<file path="src/rtl/mini_alu_pkg.sv">
// Shared opcodes and FSM state encoding for the two-requester mini-ALU arbiter.
package mini_alu_pkg;

  localparam logic [1:0] OP_LT  = 2'b00;
  localparam logic [1:0] OP_GE  = 2'b01;
  localparam logic [1:0] OP_EQ  = 2'b10;
  localparam logic [1:0] OP_ADD = 2'b11;

  typedef enum logic [1:0] {
    S_IDLE = 2'd0,
    S_EXEC = 2'd1,
    S_RESP = 2'd2
  } state_t;

endpackage

</file>
<file path="src/rtl/mini_alu_arbiter_if.sv">
// Request/response bundle between the two operand sources, the consumer and the arbiter.
interface mini_alu_arbiter_if #(
  parameter int WIDTH = 6
);

  logic                    req0_valid;
  logic                    req0_ready;
  logic [1:0]              req0_op;
  logic signed [WIDTH-1:0] req0_a;
  logic signed [WIDTH-1:0] req0_b;

  logic                    req1_valid;
  logic                    req1_ready;
  logic [1:0]              req1_op;
  logic signed [WIDTH-1:0] req1_a;
  logic signed [WIDTH-1:0] req1_b;

  logic                    rsp_valid;
  logic                    rsp_ready;
  logic                    rsp_id;
  logic [WIDTH-1:0]        rsp_result;
  logic                    rsp_ovf;

  modport master (
    output req0_valid, req0_op, req0_a, req0_b,
    output req1_valid, req1_op, req1_a, req1_b,
    output rsp_ready,
    input  req0_ready, req1_ready,
    input  rsp_valid, rsp_id, rsp_result, rsp_ovf
  );

  modport slave (
    input  req0_valid, req0_op, req0_a, req0_b,
    input  req1_valid, req1_op, req1_a, req1_b,
    input  rsp_ready,
    output req0_ready, req1_ready,
    output rsp_valid, rsp_id, rsp_result, rsp_ovf
  );

endinterface

</file>
<file path="src/rtl/mini_alu_core.sv">
// Combinational shared datapath: signed compares (2-bit guard extension) and wrapping add.
module mini_alu_core
  import mini_alu_pkg::*;
#(
  parameter int WIDTH = 6
) (
  input  logic [1:0]              op,
  input  logic signed [WIDTH-1:0] a,
  input  logic signed [WIDTH-1:0] b,
  output logic [WIDTH-1:0]        result,
  output logic                    ovf
);

  function automatic logic add_ovf(input logic a_msb, input logic b_msb, input logic s_msb);
    return (a_msb == b_msb) && (s_msb != a_msb);
  endfunction

  logic signed [WIDTH+1:0] a_ext;
  logic signed [WIDTH+1:0] b_ext;
  logic                    lt;
  logic                    eq;
  logic [WIDTH-1:0]        sum;

  assign a_ext = {{2{a[WIDTH-1]}}, a};
  assign b_ext = {{2{b[WIDTH-1]}}, b};
  assign lt    = (a_ext < b_ext);
  assign eq    = (a == b);
  assign sum   = a + b;

  always_comb begin
    result = '0;
    ovf    = 1'b0;
    case (op)
      OP_LT:   result = {{(WIDTH-1){1'b0}}, lt};
      OP_GE:   result = {{(WIDTH-1){1'b0}}, ~lt};
      OP_EQ:   result = {{(WIDTH-1){1'b0}}, eq};
      OP_ADD: begin
        result = sum;
        ovf    = add_ovf(a[WIDTH-1], b[WIDTH-1], sum[WIDTH-1]);
      end
      default: result = '0;
    endcase
  end

endmodule

</file>
<file path="src/rtl/mini_alu_arbiter.sv">
// Round-robin share of one mini-ALU core between two requesters: grant, capture, execute, hold response.
module mini_alu_arbiter
  import mini_alu_pkg::*;
#(
  parameter int WIDTH = 6
) (
  input logic               clk,
  input logic               reset,
  mini_alu_arbiter_if.slave bus
);

  state_t state;
  state_t state_nxt;
  logic   rr_last;
  logic   grant0;
  logic   grant1;

  logic [1:0]              cap_op_p0;
  logic signed [WIDTH-1:0] cap_a_p0;
  logic signed [WIDTH-1:0] cap_b_p0;
  logic                    cap_id_p0;

  logic [WIDTH-1:0] alu_result;
  logic             alu_ovf;

  logic             vld_p1;
  logic             rsp_id_p1;
  logic [WIDTH-1:0] rsp_result_p1;
  logic             rsp_ovf_p1;

  always_comb begin
    state_nxt = state;
    grant0    = 1'b0;
    grant1    = 1'b0;
    case (state)
      S_IDLE: begin
        // rr_last==1 means requester 1 was served last, so requester 0 wins a tie
        if (bus.req0_valid && (!bus.req1_valid || rr_last)) begin
          grant0 = 1'b1;
        end else if (bus.req1_valid) begin
          grant1 = 1'b1;
        end
        if (grant0 || grant1) begin
          state_nxt = S_EXEC;
        end
      end
      S_EXEC: state_nxt = S_RESP;
      S_RESP: begin
        if (bus.rsp_ready) begin
          state_nxt = S_IDLE;
        end
      end
      default: state_nxt = S_IDLE;
    endcase
  end

  assign bus.req0_ready = grant0 & ~reset;
  assign bus.req1_ready = grant1 & ~reset;

  // Stage p0: operand capture at grant
  always_ff @(posedge clk) begin
    if (grant0) begin
      cap_op_p0 <= bus.req0_op;
      cap_a_p0  <= bus.req0_a;
      cap_b_p0  <= bus.req0_b;
      cap_id_p0 <= 1'b0;
    end else if (grant1) begin
      cap_op_p0 <= bus.req1_op;
      cap_a_p0  <= bus.req1_a;
      cap_b_p0  <= bus.req1_b;
      cap_id_p0 <= 1'b1;
    end
  end

  mini_alu_core #(
    .WIDTH(WIDTH)
  ) u_core (
    .op    (cap_op_p0),
    .a     (cap_a_p0),
    .b     (cap_b_p0),
    .result(alu_result),
    .ovf   (alu_ovf)
  );

  // Stage p1: registered response, held until the consumer accepts it
  always_ff @(posedge clk) begin
    if (reset) begin
      state         <= S_IDLE;
      rr_last       <= 1'b1;
      vld_p1        <= 1'b0;
      rsp_id_p1     <= 1'b0;
      rsp_result_p1 <= '0;
      rsp_ovf_p1    <= 1'b0;
    end else begin
      state <= state_nxt;
      if (grant0 || grant1) begin
        rr_last <= grant1;
      end
      if (state == S_EXEC) begin
        vld_p1        <= 1'b1;
        rsp_id_p1     <= cap_id_p0;
        rsp_result_p1 <= alu_result;
        rsp_ovf_p1    <= alu_ovf;
      end else if ((state == S_RESP) && bus.rsp_ready) begin
        vld_p1 <= 1'b0;
      end
    end
  end

  assign bus.rsp_valid  = vld_p1;
  assign bus.rsp_id     = rsp_id_p1;
  assign bus.rsp_result = rsp_result_p1;
  assign bus.rsp_ovf    = rsp_ovf_p1;

endmodule

</file>
<file path="src/flat_wrapper.sv">
// flat-port wrapper written by rule: the top's interface ports become plain ports
module mini_alu_arbiter_flat import mini_alu_pkg::*;
#(
  parameter int WIDTH = 6
)
  (clk, reset, bus_req0_valid, bus_req0_op, bus_req0_a, bus_req0_b, bus_req1_valid, bus_req1_op, bus_req1_a, bus_req1_b, bus_rsp_ready, bus_req0_ready, bus_req1_ready, bus_rsp_valid, bus_rsp_id, bus_rsp_result, bus_rsp_ovf);
  mini_alu_arbiter_if #(.WIDTH(WIDTH)) bus_i ();
  input logic clk;
  input logic reset;
  input wire logic [$bits(bus_i.req0_valid)-1:0] bus_req0_valid;
  input wire logic [$bits(bus_i.req0_op)-1:0] bus_req0_op;
  input wire logic [$bits(bus_i.req0_a)-1:0] bus_req0_a;
  input wire logic [$bits(bus_i.req0_b)-1:0] bus_req0_b;
  input wire logic [$bits(bus_i.req1_valid)-1:0] bus_req1_valid;
  input wire logic [$bits(bus_i.req1_op)-1:0] bus_req1_op;
  input wire logic [$bits(bus_i.req1_a)-1:0] bus_req1_a;
  input wire logic [$bits(bus_i.req1_b)-1:0] bus_req1_b;
  input wire logic [$bits(bus_i.rsp_ready)-1:0] bus_rsp_ready;
  output wire logic [$bits(bus_i.req0_ready)-1:0] bus_req0_ready;
  output wire logic [$bits(bus_i.req1_ready)-1:0] bus_req1_ready;
  output wire logic [$bits(bus_i.rsp_valid)-1:0] bus_rsp_valid;
  output wire logic [$bits(bus_i.rsp_id)-1:0] bus_rsp_id;
  output wire logic [$bits(bus_i.rsp_result)-1:0] bus_rsp_result;
  output wire logic [$bits(bus_i.rsp_ovf)-1:0] bus_rsp_ovf;
  assign bus_i.req0_valid = bus_req0_valid;
  assign bus_i.req0_op = bus_req0_op;
  assign bus_i.req0_a = bus_req0_a;
  assign bus_i.req0_b = bus_req0_b;
  assign bus_i.req1_valid = bus_req1_valid;
  assign bus_i.req1_op = bus_req1_op;
  assign bus_i.req1_a = bus_req1_a;
  assign bus_i.req1_b = bus_req1_b;
  assign bus_i.rsp_ready = bus_rsp_ready;
  assign bus_req0_ready = bus_i.req0_ready;
  assign bus_req1_ready = bus_i.req1_ready;
  assign bus_rsp_valid = bus_i.rsp_valid;
  assign bus_rsp_id = bus_i.rsp_id;
  assign bus_rsp_result = bus_i.rsp_result;
  assign bus_rsp_ovf = bus_i.rsp_ovf;
  mini_alu_arbiter #(.WIDTH(WIDTH)) u_core (.clk(clk), .reset(reset), .bus(bus_i));
endmodule
</file>
<file path="config.mk">
export PLATFORM = sky130hd
export DESIGN_NAME = mini_alu_arbiter_flat
export DESIGN_NICKNAME = d
export VERILOG_FILES = /design/src/rtl/mini_alu_pkg.sv /design/src/rtl/mini_alu_arbiter_if.sv /design/src/rtl/mini_alu_core.sv /design/src/rtl/mini_alu_arbiter.sv /design/src/flat_wrapper.sv
export SDC_FILE = /design/constraint.sdc
export NUM_CORES = 1
export LEC_CHECK = 0
export ABC_AREA = 1
export BUFFER_PORTS_ARGS = -buffer_cell sky130_fd_sc_hd__buf_2
export CAP_MARGIN = 5
export CORE_AREA = 3 3 78 80
export CTS_CLUSTER_SIZE = 28
export DETAILED_ROUTE_END_ITERATION = 8
export DIE_AREA = 0 0 81 83
export GPL_TIMING_DRIVEN = 1
export PLACE_DENSITY = 0.45
export SYNTH_ARGS = -nofsm -noshare
export SYNTH_HDL_FRONTEND = slang
export SYNTH_SLANG_ARGS = --single-unit
export TNS_END_PERCENT = 1
</file>
<file path="constraint.sdc">
create_clock -name clk -period 2 [get_ports clk]
set_clock_uncertainty 0.2 [all_clocks]
set_input_delay 0.6 -clock clk [delete_from_list [all_inputs] [get_ports clk]]
set_output_delay 0.6 -clock clk [all_outputs]
set_load 0.02 [all_outputs]
</file>
==> results.toml <==
[timing]
max_freq_ghz = 0.5212
rsz0062_at_grt = "false"
tns_ps = 0
period_share_pct = 95.93
setup_viol = 0
relSlewSlack_pct = 84.56
fin_crit_ps = 1919
final-max-slew-violation-count = 0
max_slew.worst_pin.slew_ps = 231.6
hold_viol = 0

[power_and_ir_drop]
p_leak_nw = 0.9522
powerDensity_nw_per_um2 = 797.6
ir_drop_mv = 0.2832
power_w = 0.001598

[global_route]
grt_pass1_wl_um = 5285
antenna_found_initial = 0
grt_util_all_layers_pct = 10.12
grt_max_degree = 18
grt_pass1_vias = 1178
gr-total-overflow = 0

[clock_network]
max-clock-path-buffers = 2
root_buffer = "clkbuf_8"
ctsHtreeMaxLevel = 1
cts_tree = "yes"
clkSinkCount = 27
clock_latency_ps = 280
cts_buffers = 3
hold_buffers = 0
post_cts_buffers = 0
clk_pin_slew_ps = 90

[logic_synthesis]
avgSynthCellArea_sq_um = 9.567
netlist_instances = 164
synth-seq-area-share_pct = 43.38
yosysWarnings = 0
synth_fp_nets = 209
synth_top_area_share_pct = 26.79
synth_cell_types = 32
synth_area_sq_um = 1569
ys_top_cells_by_area = "edfxtp_1 27%, dfxtp_1 17%, ha_1 8.8%"
ys_seq_elements = 27
yosys.area.top_type = "edfxtp_1"

[worst_setup_path]
setup.worst_path.end = "bus_req1_ready"
critPathArrivalTime_ps = 1120
cp_max_fo = 4
crit_path_max_incr_delay_ps = 370
timing.rr.end = "u_core.bus.rsp_result[4]"
cp-end-kind = "output port"
startpoint = "u_core.state[1]"
r2r_slack_ps = 140
reg2reg_depth = 8
r2r-start = "u_core.cap_b_p0[0]"
crit_type = "reg -> out"
required_ps = 1200
critPathLaunchType = "flop"
path_cells = "nor2_4 -> nand3_1 -> nor2_1 -> buf_2"
cpMaxStageDelayCell = "dfxtp_2"

[cells_and_area]
layout-drive-gt1-share_pct = 38.03
area_growth_pct = 27.67
final_cells = 285
fin_util_pct = 36.60
insertedDiodeCount = 0
mostFrequentLayoutCell = "buf_2"
fin_nets = 259
layout.cells.most_common_list = "43 x buf_2, 29 x nand2_1, 23 x inv_1"

[placement]
place.gp.congestion = 0.7597
io_buffers = 43
hpwl_um = 2468
dp_cells = 281

[die]
ios = 44
initial_utilization_pct = 28.67
fp-row-count = 27
dieArea_sq_um = 6723
core_sq_um = 5473
fp.dieH_um = 83
die_w_um = 81

[drt]
postRouteAntennaNets = 0
drtPass1Iterations = 4
drc = 0
drt_iter0_drc = 53
vias_per_cell = 4.235
routed_wirelength_um = 3030
wl_per_cell_um = 10.63
via_count = 1207

[worst_hold_path]
holdPathStages = 2
hold_path.class = "reg -> reg"

[outcome]
status = "finished clean"

[run]
drv_cap = 0
==> timing repair <==
item	CTS	global route
hold endpoints to repair	0	0
resized for setup	1	7
setup endpoints to repair	2	5
==> worst min-delay path by stage <==
| stage | from | to | slack [ps] |
|---|---|---|---|
| 4_1_cts | u_core.bus.rsp_result[2] | u_core.bus.rsp_result[2] | 270 |
| 5_1_grt | u_core.bus.rsp_result[3] | u_core.bus.rsp_result[3] | 290 |
| 2_1_floorplan | u_core.cap_id_p0 | u_core.cap_id_p0 | 240 |
| 3_3_place_gp | u_core.cap_id_p0 | u_core.cap_id_p0 | 250 |
| 6_report | u_core.bus.rsp_result[2] | u_core.bus.rsp_result[2] | 260 |
| 3_5_place_dp | u_core.bus.rsp_result[2] | u_core.bus.rsp_result[2] | 250 |
==> flip-flops by register name (all words and copies together) (netlist names) <==
signal,cells
u_core.cap_a_p0,6
u_core.bus.rsp_valid,1
u_core.cap_op_p0,2
u_core.cap_id_p0,1
u_core.bus.rsp_result,6
u_core.state,2
u_core.bus.rsp_ovf,1
u_core.bus.rsp_id,1
u_core.rr_last,1
u_core.cap_b_p0,6
==> kinds of logic (layout without fill, tap and decap cells) <==
kind of cell | Yosys count | after routing | synth area share (%)
buffers and inverters | 30 | 79 | 7.734
flip-flops | 27 | 27 | 43.38
AO/OA/AOI/OAI | 22 | 22 | 8.454
adder cells (fa/ha/maj) | 12 | 12 | 10.05
AND/OR/NAND/NOR | 57 | 57 | 17.78
XOR/XNOR | 2 | 2 | 1.117
multiplexers | 14 | 14 | 11.48
==> cell type report <==
type,instances,area (sq um)
fillers,587,3470
multi-input cells,107,807.0
well taps,72,90.09
repair buffers,48,277.8
clock buffers,4,45.04
inverters,27,101.3
flip-flops and latches,27,681.9
==> cells in the mapped netlist, drive strengths merged <==
library cell,n
mux2,14
buf,2
nor3,1
nor2,12
a21o,1
ha,11
a21oi,12
o211ai,1
fa,1
dfxtp,13
inv,27
xor2,2
o21ai,4
a21boi,1
nand4,3
a2bb2oi,1
nand3,10
nand3b,1
a22o,1
or2,1
clkbuf,1
nand2,29
a31o,1
edfxtp,14
==> metal layers <==
metal	track usage, %	wire length [um]	part of all wire, %
met1	14.30	1504	50
met2	14.04	1323	44
met5	0	0	0
met3	1.952	120	4.0
met4	5.991	82	2.7
==> report_power, final <==
group | leakage (nW) | switching (W) | internal (W) | total (W)
logic | 0.687 | 0.000301 | 0.000262 | 0.000564
registers | 0.243 | 0.0000434 | 0.000670 | 0.000713
clock network | 0.0228 | 0.000177 | 0.000143 | 0.000321
==> metrics by stage <==
| stage | cell area [sq um] | hold WS (ps) | worst slack (ps) |
|---|---|---|---|
| floorplan | 1572 | 237.4 | 23.14 |
| global placement | 1919 | 252.1 | 76.06 |
| detailed placement | 1919 | 252.9 | 69.42 |
| CTS | 1969 | 268.6 | 15.50 |
| global route | 2003 | 288.8 | 2.574 |
| finish | 2003 | 264.6 | 81.39 |
==> worst max-delay path: cells and delay by family, from the launching register on <==
| kind | cells | cell delay (ps) |
|---|---|---|
| DFF | 1 | 370 |
| buffers and inverters | 1 | 160 |
| and+or+nand+nor | 3 | 310 |
Note: power is estimated with default switching activity, not from simulation.
